`config.mk`:
```
export PLATFORM = sky130hd
export DESIGN_NAME = seq_adder_n_flat
export DESIGN_NICKNAME = d
export VERILOG_FILES = /design/src/rtl/seq_adder_n_if.sv /design/src/rtl/seq_adder_n.sv /design/src/flat_wrapper.sv
export SDC_FILE = /design/constraint.sdc
export NUM_CORES = 1
export LEC_CHECK = 0
export ABC_AREA = 1
export CELL_PAD_IN_SITES_DETAIL_PLACEMENT = 1
export CELL_PAD_IN_SITES_GLOBAL_PLACEMENT = 1
export CORE_MARGIN = 2
export CORE_UTILIZATION = 40
export DETAILED_ROUTE_END_ITERATION = 10
export PLACE_DENSITY = 0.84
export RECOVER_POWER = 50
export SYNTH_ARGS = -nofsm -noshare
export SYNTH_HDL_FRONTEND = slang
export SYNTH_SLANG_ARGS = --single-unit
export TNS_END_PERCENT = 20
```
`constraint.sdc`:
```
create_clock -name clk -period 3.3 [get_ports clk]
set_input_delay 0.66 -clock clk [delete_from_list [all_inputs] [get_ports clk]]
set_output_delay 0.66 -clock clk [all_outputs]
set_load 0.005 [all_outputs]
```
`src/rtl/seq_adder_n_if.sv`:
```
// Start/busy/done handshake and operand/result bus for seq_adder_n.
// The requester drives the master side; the adder implements the slave side.
interface seq_adder_n_if #(
   parameter int WIDTH = 8
);
   logic             start;
   logic [WIDTH-1:0] a;
   logic [WIDTH-1:0] b;
   logic             cin;
   logic             sub;
   logic             busy;
   logic             done;
   logic [WIDTH-1:0] sum;
   logic             cout;
   logic             ovf;

   modport master (
      output start, a, b, cin, sub,
      input  busy, done, sum, cout, ovf
   );

   modport slave (
      input  start, a, b, cin, sub,
      output busy, done, sum, cout, ovf
   );
endinterface

```
`src/rtl/seq_adder_n.sv`:
```
// Multi-cycle adder/subtractor: adds CHUNK bits per clock, LSB chunk first,
// with a start/busy/done handshake. WIDTH >= 2 and WIDTH % CHUNK == 0 are required.
module seq_adder_n #(
   parameter int WIDTH = 8,
   parameter int CHUNK = 1
) (
   input  logic         clk,
   input  logic         rst,
   seq_adder_n_if.slave bus
);
   localparam int N  = WIDTH / CHUNK;
   localparam int CW = (N > 1) ? $clog2(N) : 1;

   localparam logic [0:0] IDLE = 1'b0;
   localparam logic [0:0] RUN  = 1'b1;

   logic [0:0]       state;
   logic [CW-1:0]    cnt;
   logic [WIDTH-1:0] a_q;
   logic [WIDTH-1:0] b_q;
   logic             carry;
   logic [WIDTH-1:0] part;
   logic [WIDTH-1:0] sum_q;
   logic             cout_q;
   logic             ovf_q;
   logic             done_q;

   int               base;
   logic [CHUNK-1:0] a_ch;
   logic [CHUNK-1:0] b_ch;
   logic [CHUNK:0]   chunk_sum;
   logic [WIDTH-1:0] part_next;
   logic             last;

   always_comb begin
      // NOTE: every output of this block is assigned unconditionally first,
      // so no path can leave one holding its old value and infer a latch.
      base      = int'(cnt) * CHUNK;
      a_ch      = a_q[base +: CHUNK];
      b_ch      = b_q[base +: CHUNK];
      chunk_sum = {1'b0, a_ch} + {1'b0, b_ch} + (CHUNK + 1)'(carry);
      part_next = part;
      part_next[base +: CHUNK] = chunk_sum[CHUNK-1:0];
      last      = (cnt == CW'(N - 1));
   end

   // b is stored already inverted for subtract, and the borrow-in becomes
   // an inverted carry-in, so RUN only ever performs an addition.
   always_ff @(posedge clk) begin
      // NOTE: non-blocking assignments here so every register samples the
      // pre-edge values regardless of statement order.
      if (rst) begin
         state  <= IDLE;
         cnt    <= '0;
         a_q    <= '0;
         b_q    <= '0;
         carry  <= 1'b0;
         part   <= '0;
         sum_q  <= '0;
         cout_q <= 1'b0;
         ovf_q  <= 1'b0;
         done_q <= 1'b0;
      end else begin
         done_q <= 1'b0;
         case (state)
            IDLE: begin
               if (bus.start) begin
                  a_q   <= bus.a;
                  b_q   <= bus.sub ? ~bus.b : bus.b;
                  carry <= bus.cin ^ bus.sub;
                  cnt   <= '0;
                  state <= RUN;
               end
            end
            RUN: begin
               part  <= part_next;
               carry <= chunk_sum[CHUNK];
               cnt   <= cnt + CW'(1);
               if (last) begin
                  state  <= IDLE;
                  sum_q  <= part_next;
                  cout_q <= chunk_sum[CHUNK];
                  ovf_q  <= (a_q[WIDTH-1] == b_q[WIDTH-1]) &&
                            (part_next[WIDTH-1] != a_q[WIDTH-1]);
                  done_q <= 1'b1;
               end
            end
            default: state <= IDLE;
         endcase
      end
   end

   assign bus.busy = (state == RUN);
   assign bus.done = done_q;
   assign bus.sum  = sum_q;
   assign bus.cout = cout_q;
   assign bus.ovf  = ovf_q;
endmodule

```
`src/flat_wrapper.sv`:
```
// flat-port wrapper written by rule: the top's interface ports become plain ports
module seq_adder_n_flat 
#(
   parameter int WIDTH = 8,
   parameter int CHUNK = 1
)
  (clk, rst, bus_start, bus_a, bus_b, bus_cin, bus_sub, bus_busy, bus_done, bus_sum, bus_cout, bus_ovf);
  seq_adder_n_if #(.WIDTH(WIDTH)) bus_i ();
  input  logic clk;
  input  logic rst;
  input wire logic [$bits(bus_i.start)-1:0] bus_start;
  input wire logic [$bits(bus_i.a)-1:0] bus_a;
  input wire logic [$bits(bus_i.b)-1:0] bus_b;
  input wire logic [$bits(bus_i.cin)-1:0] bus_cin;
  input wire logic [$bits(bus_i.sub)-1:0] bus_sub;
  output wire logic [$bits(bus_i.busy)-1:0] bus_busy;
  output wire logic [$bits(bus_i.done)-1:0] bus_done;
  output wire logic [$bits(bus_i.sum)-1:0] bus_sum;
  output wire logic [$bits(bus_i.cout)-1:0] bus_cout;
  output wire logic [$bits(bus_i.ovf)-1:0] bus_ovf;
  assign bus_i.start = bus_start;
  assign bus_i.a = bus_a;
  assign bus_i.b = bus_b;
  assign bus_i.cin = bus_cin;
  assign bus_i.sub = bus_sub;
  assign bus_busy = bus_i.busy;
  assign bus_done = bus_i.done;
  assign bus_sum = bus_i.sum;
  assign bus_cout = bus_i.cout;
  assign bus_ovf = bus_i.ovf;
  seq_adder_n #(.WIDTH(WIDTH), .CHUNK(CHUNK)) u_core (.clk(clk), .rst(rst), .bus(bus_i));
endmodule
```
======== Yosys cells after proc, flatten, opt, wreduce, memory -nomap -nowiden ========
Cells that the tools add are included.
word-level totals
  word-level logic and storage cells ...... 39
  input bits .............................. 21
  register bits ........................... 40
cells by class
  shift operators ......................... 4
  reduce and logical (&&, ||, !) cells .... 4
  equality and inequality tests ........... 4
  bitwise gates (word level) .............. 3
  $add $sub $neg .......................... 4
  multiplexer cells ....................... 10
operators with widths
  cell                    count
  $neg 3->33              1
  $shift 1x33->8 const A  1
  $shiftx 1x33->8         1
  $shiftx 8x4->1          2
  $bwmux 8                1
  $mux 8                  1
  $not 8->8               1
  $pmux 3 s2              1
  $mux 1                  4
  $pmux 1 s2              2
  $reduce_and 2->1        2
  $add 3x1->3 const B     1
  $eq 3x3->1 const B      1
  $mux 3                  1
  $add 1x1->2             1
  $add 2x1->2             1
  $ne 2x2->1 const B      1
  $reduce_or 2->1         1
  $eq 1x1->1              1
  $logic_and 1x1->1       1
  $ne 1x1->1              1
  $not 1->1               1
  $xor 1x1->1             1

======== Depth between registers and ports, before layout ========
  depth after elaboration ................. 7
  depth in mapped cells ................... 14
  depth with buffers taken out ............ 13

======== Worst setup path after synthesis ========
Ideal clock, no wire load.
  path type ............................... register -> register
  start point ............................. register u_core.cnt[0]
  end point ............................... register u_core.part[2]
  setup slack ............................. 1195 ps
  required time ........................... 3230 ps
  path buffers ............................ 1
  cell stages (with the launch flop) ...... 14
  arrival time ............................ 2036 ps
  setup time .............................. 70 ps
  cells stage by stage .................... dfxtp_1 > inv_2 > buf_6 > o21ai_0 > o22ai_1 > nand2_1 > nand2_1 > fa_1 > inv_1 > nor2_1 > nand2_1 > nor2_1 > o21ai_1 > a21oi_1
between the ends
  longest elaborated chain between the ends .. 5
  elaborated cells on any way between the ends .. 8
  those cells by class .................... 3 x add/sub; 4 x shift; 1 x mux
RTL lines
  item                                      line                                  text
  start, declared                           seq_adder_n.sv:18                     logic [CW-1:0] cnt;
  start signal, assigned                    seq_adder_n.sv:78                     cnt <= cnt + CW'(1);
  $shiftx 8x4->1, on equally long branches  seq_adder_n.sv:39, seq_adder_n.sv:40
  $add 1x1->2                               seq_adder_n.sv:41                     chunk_sum = {1'b0, a_ch} + {1'b0, b_ch} + (CHUNK + 1)'(carry);
  $add 2x1->2                               seq_adder_n.sv:41
  $shiftx 1x33->8                           seq_adder_n.sv:43                     part_next[base +: CHUNK] = chunk_sum[CHUNK-1:0];
  $bwmux 8 (*)                              seq_adder_n.sv:43
  end signal, assigned                      seq_adder_n.sv:76                     part <= part_next;
  end, declared                             seq_adder_n.sv:22                     logic [WIDTH-1:0] part;
Every way passes the cells marked *; elsewhere a longest branch is shown, timed or not.
A chain may end at the register's enable or synchronous reset.

======== Worst setup path after layout ========
  start point ............................. register u_core.cnt[0]
  end point ............................... register u_core.part[6]
Same word-level chain as after synthesis.

==> flow_summary.json <==
{
  "start_util": 0.4112,
  "overflow": 0,
  "hold_viol": 0,
  "arrival_ns": 2.97,
  "yosysWarnings": 0,
  "r2r_start": "u_core.cnt[0]",
  "path_class": "reg2reg",
  "instances_no_fill": 342,
  "antenna_found_initial": 0,
  "dp_hpwl_mm": 3.314,
  "synth_top_area_frac": 0.4150,
  "cts_max_level": 2,
  "min_from": "u_core.bus.sum[3]",
  "layout.nets": 316,
  "rsz0062_at_grt": "no",
  "ctsLongestPathBuffers": 2,
  "final_max_slew_viol_count": 0,
  "required_ns": 3.53,
  "relSlewSlack": 0.5648,
  "r2r_cells": 12,
  "dpl.cell_count": 334,
  "ctsResizeCount": 0,
  "fin_crit_sh": 0.8313,
  "netlist_top_cells_count": "40 x dfxtp_1, 40 x nand2_1, 31 x o21ai_0, 28 x nor2_1, 22 x inv_1",
  "drive_gt1_frac": 0.08681,
  "coreArea_mm2": 0.004692,
  "reg2reg_slack_ns": 0.56,
  "vias_per_cell": 5.061,
  "grt_pass1_vias": 1743,
  "synth_area_leaders": "dfxtp_1 42%, o21ai_0 8.0%, nand2_1 7.8%",
  "first_pass_iters": 4,
  "fmax_mhz": 364.5,
  "synthCells": 256,
  "wl_met1_mm": 2.003,
  "min_path_cells": 2,
  "yosysTopAreaCell": "dfxtp_1",
  "ys.flop_type": "dfxtp_1",
  "status": "finished, final reports clean",
  "powerDensity_mw_per_mm2": 443.0,
  "grt_max_degree": 26,
  "synth_cell_types": 28,
  "cts_hold_buffers": 0,
  "clockRootBuffer": "clkbuf_8",
  "synth-edff-count": 0,
  "syn-num-nets": 285,
  "vias": 1731,
  "multiInputGateArea_um2": 969.7,
  "drt_wl_total_mm": 4.615,
  "drc": 0,
  "cts_inserted_buffers": 5,
  "period_minus_slack_ns": 2.743,
  "setup_tns_ns": 0,
  "syn_area_per_cell_um2": 7.537,
  "syn_area_mm2": 0.001929,
  "cts_tree": "yes",
  "reg2reg_to": "u_core.part[6]",
  "clkTransAtPathRegs_ns": 0.08,
  "clk_latency_ns": 0.30,
  "wl_met3_um": 139,
  "postCtsSetupBuffers": 0,
  "synthArstFlopShare": 0,
  "finalSetupViolCount": 0,
  "globalplace.congestion": 0.8158,
  "irDropWorstVdd_mv": 0.2067,
  "wl_per_cell_um": 13.49,
  "antenna_cells": 0,
  "seq_area_frac_synth": 0.4150,
  "synth_seq_cells": 40,
  "port_buffers": 32,
  "grt_use_total": 0.1878,
  "rows": 25,
  "first_iter_violations": 44,
  "critPathCaptureType": "register",
  "ant_nets": 0,
  "fin_skew_ns": 0.007968,
  "p_leak_nw": 1.027,
  "n_fill_cell": 599,
  "syn2layout_area_growth_pct": 22.31,
  "highest_layer": "met4",
  "tightest_slew_ns": 0.6521,
  "crit_path_start_kind": "register",
  "regArea_um2": 800.8,
  "wl_met2_mm": 2.408,
  "die_h_um": 73.45,
  "path_max_fanout": 17,
  "clock-sinks": 40,
  "ios": 33,
  "die-width_um": 73.45,
  "drv_cap": 0,
  "grt_pass1_wl_mm": 7.817,
  "fp.dieArea_mm2": 0.005395,
  "min_to": "u_core.bus.sum[3]",
  "hold_path_class": "reg2reg"
}
[cell usage in the layout, fill, tap and decap left out, types with 3 or more instances in the layout]
| cell type | n |
|---|---|
| nand2_2 | 4 |
| ha_1 | 7 |
| inv_1 | 22 |
| clkdlybuf4s50_1 | 19 |
| nor2_1 | 29 |
| dlygate4sd3_1 | 13 |
| nor3_1 | 3 |
| xnor2_1 | 8 |
| nand3_1 | 13 |
| o21ai_0 | 31 |
| inv_2 | 3 |
| dfxtp_1 | 40 |
| a21oi_1 | 18 |
| o21ai_1 | 13 |
| nand2_1 | 40 |
| clkbuf_8 | 6 |
[layout make-up]
class	instances	share of cell area
Multi-Input combinational cell	181	0.4109
Clock buffer	6	0.03499
Clock inverter	2	0.004242
Inverter	25	0.03977
Tap cell	54	0.02863
Timing Repair Buffer	34	0.1421
Sequential cell	40	0.3393
[flip-flops by register name (all words and copies together), names as in the netlist]
| register | flops |
|---|---|
| u_core.b_q | 8 |
| u_core.carry | 1 |
| u_core.bus.done | 1 |
| u_core.bus.sum | 8 |
| u_core.cnt | 3 |
| u_core.bus.busy | 1 |
| u_core.bus.cout | 1 |
| u_core.bus.ovf | 1 |
| u_core.a_q | 8 |
| u_core.part | 8 |
[routing by layer]
layer	track usage	vias up
met4	0.06465	0
met3	0.04664	6
met2	0.3333	25
met5	0	-
met1	0.2179	803
li1	-	897
[stage by stage]
stage | area [um^2] | setup slack (ns) | util | hold WS (ns) | power [mW]
finish | 2360 | 0.5567 | 0.5029 | 0.4524 | 1.045
detailed placement | 2275 | 0.6317 | 0.4848 | 0.4443 | 0.7213
global placement | 2275 | 0.8218 | 0.4848 | 0.4403 | 0.7115
floorplan | 1929 | 1.195 | - | 0.4465 | 0.6618
CTS | 2367 | 0.5357 | 0.5045 | 0.4624 | 1.059
global route | 2360 | 0.2718 | 0.5029 | 0.4771 | 1.095
[cell families (layout without fill, tap and decap cells)]
family	after synthesis	in the layout	share of synthesized area
flops	40	40	0.4150
simple gates	94	94	0.2166
xor+xnor	9	9	0.04086
buf+inv	35	67	0.07847
fa+ha+maj	8	8	0.05577
compound gates	70	70	0.1933
[how the worst max path moves through the flow]
stage | slack (ns) | cells after the start | end | start
after global placement | 0.82 | 12 | u_core.part[2] | u_core.cnt[0]
after CTS | 0.54 | 12 | u_core.part[6] | u_core.cnt[0]
final | 0.56 | 12 | u_core.part[6] | u_core.cnt[0]
after global routing | 0.27 | 13 | u_core.bus.ovf | u_core.cnt[0]
after detailed placement | 0.63 | 12 | u_core.part[6] | u_core.cnt[0]
after floorplan | 1.19 | 13 | u_core.part[2] | u_core.cnt[0]
[where the power goes]
group / leakage [nW] / switching (mW) / internal (mW) / total, mW
logic: 0.647 / 0.103 / 0.0754 / 0.178
registers: 0.328 / 0.0216 / 0.510 / 0.531
clock network: 0.0510 / 0.169 / 0.167 / 0.336
[worst max-delay path: stages (launching register included)]
cell     delay (ns)
dfxtp_1        0.70
inv_2          0.27
o21ai_0        0.25
o22ai_1        0.09
nand2_1        0.06
nand2_1        0.07
fa_1           0.56
inv_1          0.06
nor2_1         0.15
nand2_1        0.09
nor2_1         0.13
o21ai_1        0.10
a21oi_1        0.14
No activity file was read; power rests on OpenSTA's default activity.
==> variant 1, RTL diff (config.mk and constraints unchanged) <==
`WIDTH` is set to 8 in 3 places; all go to 16.
--- a/src/rtl/seq_adder_n_if.sv
+++ b/src/rtl/seq_adder_n_if.sv
@@ -3,3 +3,3 @@
 interface seq_adder_n_if #(
-   parameter int WIDTH = 8
+   parameter int WIDTH = 16
 );
--- a/src/rtl/seq_adder_n.sv
+++ b/src/rtl/seq_adder_n.sv
@@ -3,3 +3,3 @@
 module seq_adder_n #(
-   parameter int WIDTH = 8,
+   parameter int WIDTH = 16,
    parameter int CHUNK = 1
--- a/src/flat_wrapper.sv
+++ b/src/flat_wrapper.sv
@@ -3,3 +3,3 @@
 #(
-   parameter int WIDTH = 8,
+   parameter int WIDTH = 16,
    parameter int CHUNK = 1
Ports: changed (resized bus_a, bus_b and bus_sum); port bits go from 33 to 57. The function was not compared with the original's and may differ.
==> variant 1 against the original RTL <==
- synthesized cell count up 93%
- largest power group unchanged
- sequential cell count grew 33
- area after synthesis is 84% higher
- the flow now finishes with violations (max-capacitance violations, max-slew violations)
- worst setup slack worse by 0.15 ns
- highest routed layer unchanged
- routed wire length rose by 110%
- clock skew rose by 0.0014 ns
- final area rose by 88%
- global-route usage grew 2.3 points
- count of clock-buffer cells in the layout rose by 4
- die area up 79%
- sequential share of layout area shrank 0.94 points
- total power is 110% higher
==> variant 1: results (changes against the original RTL) <==
| Metric | Value |
|---|---|
| Most common library cells after synthesis | 94 x nand2_1, 73 x dfxtp_1, 68 x nor2_1, 65 x o21ai_0, 36 x inv_1 |
| FILL cells | 1,106 (+85%) |
| Sequential area share after synthesis | 0.411 (-0.00392) |
| Final GP Congestion | 0.908 (+11%) |
| Top cells by area, synth | dfxtp_1 41%, nand2_1 9.9%, o21ai_0 9.2%, nor2_1 7.2%, a21oi_1 4.1% |
| Worst reg2reg startpoint | u_core.bus.busy |
| First-pass GRT wire length | 16,700 um (+110%) |
| Violated checks | max-capacitance violations, max-slew violations |
| Worst Hold End | u_core.bus.sum[2] |
| First-iteration detailed-routing DRC count | 121 (+180%) |
| Status | complete, but fails checks |
| Vias in the first global route | 3,609 (+110%) |
| Pleak | 1.89 nW (+84%) |
| Worst-path clk slew | 0.08 ns (about the same) |
| Clk_lat worst skew | 0.36 ns (+0.06 ns) |
| R2r setup slk | 0.40 ns (-0.15 ns) |
| Setup Skew | 0.00941 ns (+0.00144 ns) |
| WL per Instance | 15.0 um (+11%) |
| FF-to-FF End | u_core.bus.cout |
| Final #Nets | 585 (+85%) |
| Worst-Margin Slew | 1.81 ns (+1.16 ns) |
| Syn nets | 536 (+88%) |
| Worst Path Arrival | 3.15 ns (+0.18 ns) |
| CP top delay family | buffers and inverters |
| Max-Cap Viols | 1 (+1) |
| CTS Buf Count | 9 (+4) |
| GRT Util Overall | 0.211 (+0.0229) |
| Reg2Reg Depth | 6 (-6) |
| Worst hold path startpoint | u_core.bus.sum[2] |
| Via/cell ratio | 5.27 (+4.0%) |
| Place WS | 0.613 ns (-0.0185 ns) |
| HPWL after detailed placement | 7050 um (+110%) |
| Yosys cell types | 38 (+36%) |
| CTS H-tree depth | 3 (+1) |
| CP peak stage delay | 1.31 ns (+0.61 ns) |
| Max Slew Vio Count | 41 (+41) |
| Crit Path Max Fanout | 40 (+23) |
| Worst path slowest cell | clkbuf_1 |
| Post-CTS Resized | 0 (unchanged) |
| Share of cells above drive strength 1 | 0.0859 (-0.000882) |
[variant 1: changes by cell type in the layout (fill, tap and decap cells not counted), sizes merged, moves of 16 or more]
cell           unedited run  this run
clkdlybuf4s50            19        35
nor2                     32        74
dfxtp                    40        73
nand2                    45       100
inv                      25        41
o21ai                    46        72
[variant 1: power by group]
part | leakage [nW] | switching [mW] | internal, mW
Sequential | 0.599 | 0.0320 | 0.930
Clock | 0.123 | 0.341 | 0.525
Combinational | 1.16 | 0.195 | 0.132
[variant 1: area by class of cell]
class	count	area [um2]	share of cell area
clock inverter	6	115	0.0260
clock buffer	10	138	0.0311
inverter	43	166	0.0376
sequential	73	1460	0.330
timing repair buffer	65	621	0.140
tap	108	135	0.0305
multi-input combinational	350	1790	0.405
[variant 1: cells by family after synthesis]
logic type / count (synthesis) / synth area share
fa+ha+maj: 6 / 0.0232
compound gates: 118 / 0.180
xor+xnor: 17 / 0.0419
flops: 73 / 0.411
simple gates: 209 / 0.260
buf+inv: 70 / 0.0838
[variant 1: worst max path at each step]
| stage | slack [ns] | from | endpoint | depth (start not counted) |
|---|---|---|---|---|
| CTS | 0.58 | u_core.cnt[1] | u_core.part[8] | 14 |
| detailed placement | 0.61 | u_core.cnt[1] | u_core.part[8] | 14 |
| finish | 0.40 | u_core.bus.busy | u_core.bus.cout | 6 |
| global route | 0.18 | u_core.cnt[1] | u_core.part[9] | 13 |
| floorplan | 0.98 | u_core.cnt[0] | u_core.part[11] | 13 |
| global placement | 0.73 | u_core.cnt[1] | u_core.bus.sum[4] | 14 |
[variant 1: worst min-delay path, delay by kind of cell (launching register included)]
family,cells,cell delay (ns)
and+or+nand+nor,2,0.11
DFF,1,0.31
[variant 1: per-stage QoR]
step           total power, mW  utilization  area (um2)  std cells  hold WS (ns)
2_1_floorplan             1.19            -        3550        493         0.447
3_3_place_gp              1.29        0.482        4190        639         0.437
3_5_place_dp              1.30        0.482        4190        639         0.444
4_1_cts                   2.17        0.512        4440        655         0.458
5_1_grt                   2.25        0.510        4430        655         0.487
6_report                  2.16        0.510        4430        655         0.454
[variant 1: routing by layer]
| layer | share of wire | vias up | GRT usage |
|---|---|---|---|
| li1 | - | 1711 | - |
| met1 | 0.45 | 1652 | 0.255 |
| met2 | 0.50 | 63 | 0.372 |
| met3 | 0.031 | 23 | 0.0379 |
| met4 | 0.023 | 0 | 0.0801 |
| met5 | 0 | - | 0 |
==> variant 2, RTL diff (same settings) <==
Without the edit above. Make the reset (`rst`) asynchronous in one clocked block.
--- a/src/rtl/seq_adder_n.sv
+++ b/src/rtl/seq_adder_n.sv
@@ -48,3 +48,3 @@
    // an inverted carry-in, so RUN only ever performs an addition.
-   always_ff @(posedge clk) begin
+   always_ff @(posedge clk or posedge rst) begin
       // NOTE: non-blocking assignments here so every register samples the
Behaviour: differs if rst is asserted again (counterexample within 4 cycles, from zero or initial values and one cycle with rst high); with rst held inactive, the same outputs for 10 cycles.
==> variant 2 against the original RTL <==
- the flow now finishes with violations (max-capacitance violations, max-slew violations)
- worst setup slack improved by 0.065 ns
- routed wire length fell by 5.0%
- area after synthesis rose by 4.8%
- final area rose by 5.9%
- sequential cell count did not move
- sequential share of layout area rose by 6.1 points
- non-clock buffer count fell by 1
Power is not compared: it rests on default switching activity, and its combinational part moved more than twofold at a synthesized area within 25%.
==> variant 2: results (changes against the original RTL) <==
| Metric | Value |
|---|---|
| Status | complete, but fails checks |
| Violated checks | max-capacitance violations, max-slew violations |
| Setup Skew | 0.00627 ns (-0.00170 ns) |
| Total Power | 2.45 mW |
| Worst hold path startpoint | u_core.bus.sum[6] |
| FF+latch area | 0.00100 mm2 (+25%) |
| Crit Path Max Fanout | 18 (+1) |
| Top cells by area, synth | dfrtp_1 50%, nand2_1 11%, o21ai_0 7.7%, nand3_1 4.5%, ha_1 4.3% |
| GRT Util Overall | 0.183 (-0.00437) |
| Layout non-clock buf frac | 0.130 (-0.0124) |
| Hold Slack | 0.473 ns (+0.0210 ns) |
| Final #Nets | 296 (-6.3%) |
| Inverter count | 23 (-8.0%) |
| Worst-Margin Slew | 2.13 ns (+1.47 ns) |
| Max Slew Vio Count | 41 (+41) |
| Max-Cap Viols | 1 (+1) |
| Via count | 1,659 (-4.2%) |
| Sequential area share after synthesis | 0.495 (+0.0800) |
| Worst reg2reg startpoint | u_core.cnt[0] |
| First-iteration detailed-routing DRC count | 79 (+80%) |
| Syn nets | 264 (-7.4%) |
| Num sequential | 40 (unchanged) |
| Worst Hold End | u_core.bus.sum[6] |
| Reg2Reg Depth | 14 (+2) |
| FILL cells | 586 (-2.2%) |
| DRT Wirelength | 4390 um (-5.0%) |
| DP Area | 0.00239 mm2 (+5.1%) |
| Synth Area in XOR/XNOR | 0.0390 (-0.00187) |
| R2r setup slk | 0.62 ns (+0.07 ns) |
| Worst path slowest cell | dfrtp_1 |
| M3 GR Usage | 0.0402 (-0.00648) |
| Final GP Congestion | 0.894 (+9.5%) |
[variant 2: critical path, delay by kind of cell, from the launching register on]
family	cells	cell delay, ns
compound gates	2	0.29
fa+ha+maj	1	0.50
buf+inv	2	0.28
flops	1	0.67
simple gates	9	0.82
[variant 2: worst max-delay path by stage]
stage,startpoint,to,slack [ns],cells past startpoint
after floorplan,u_core.cnt[0],u_core.bus.ovf,1.06,14
after global placement,u_core.cnt[0],u_core.bus.ovf,0.75,14
after detailed placement,u_core.cnt[0],u_core.bus.ovf,0.60,14
after CTS,u_core.cnt[0],u_core.bus.ovf,0.60,14
after global routing,rst,u_core.bus.sum[6],0.21,3
final,u_core.cnt[0],u_core.bus.ovf,0.62,14
[variant 2: routing by layer]
metal / vias to the layer above / part of all wire
met4: 0 / 0.015
met1: 799 / 0.45
met2: 30 / 0.50
met3: 5 / 0.031
met5: - / 0
li1: 825 / -
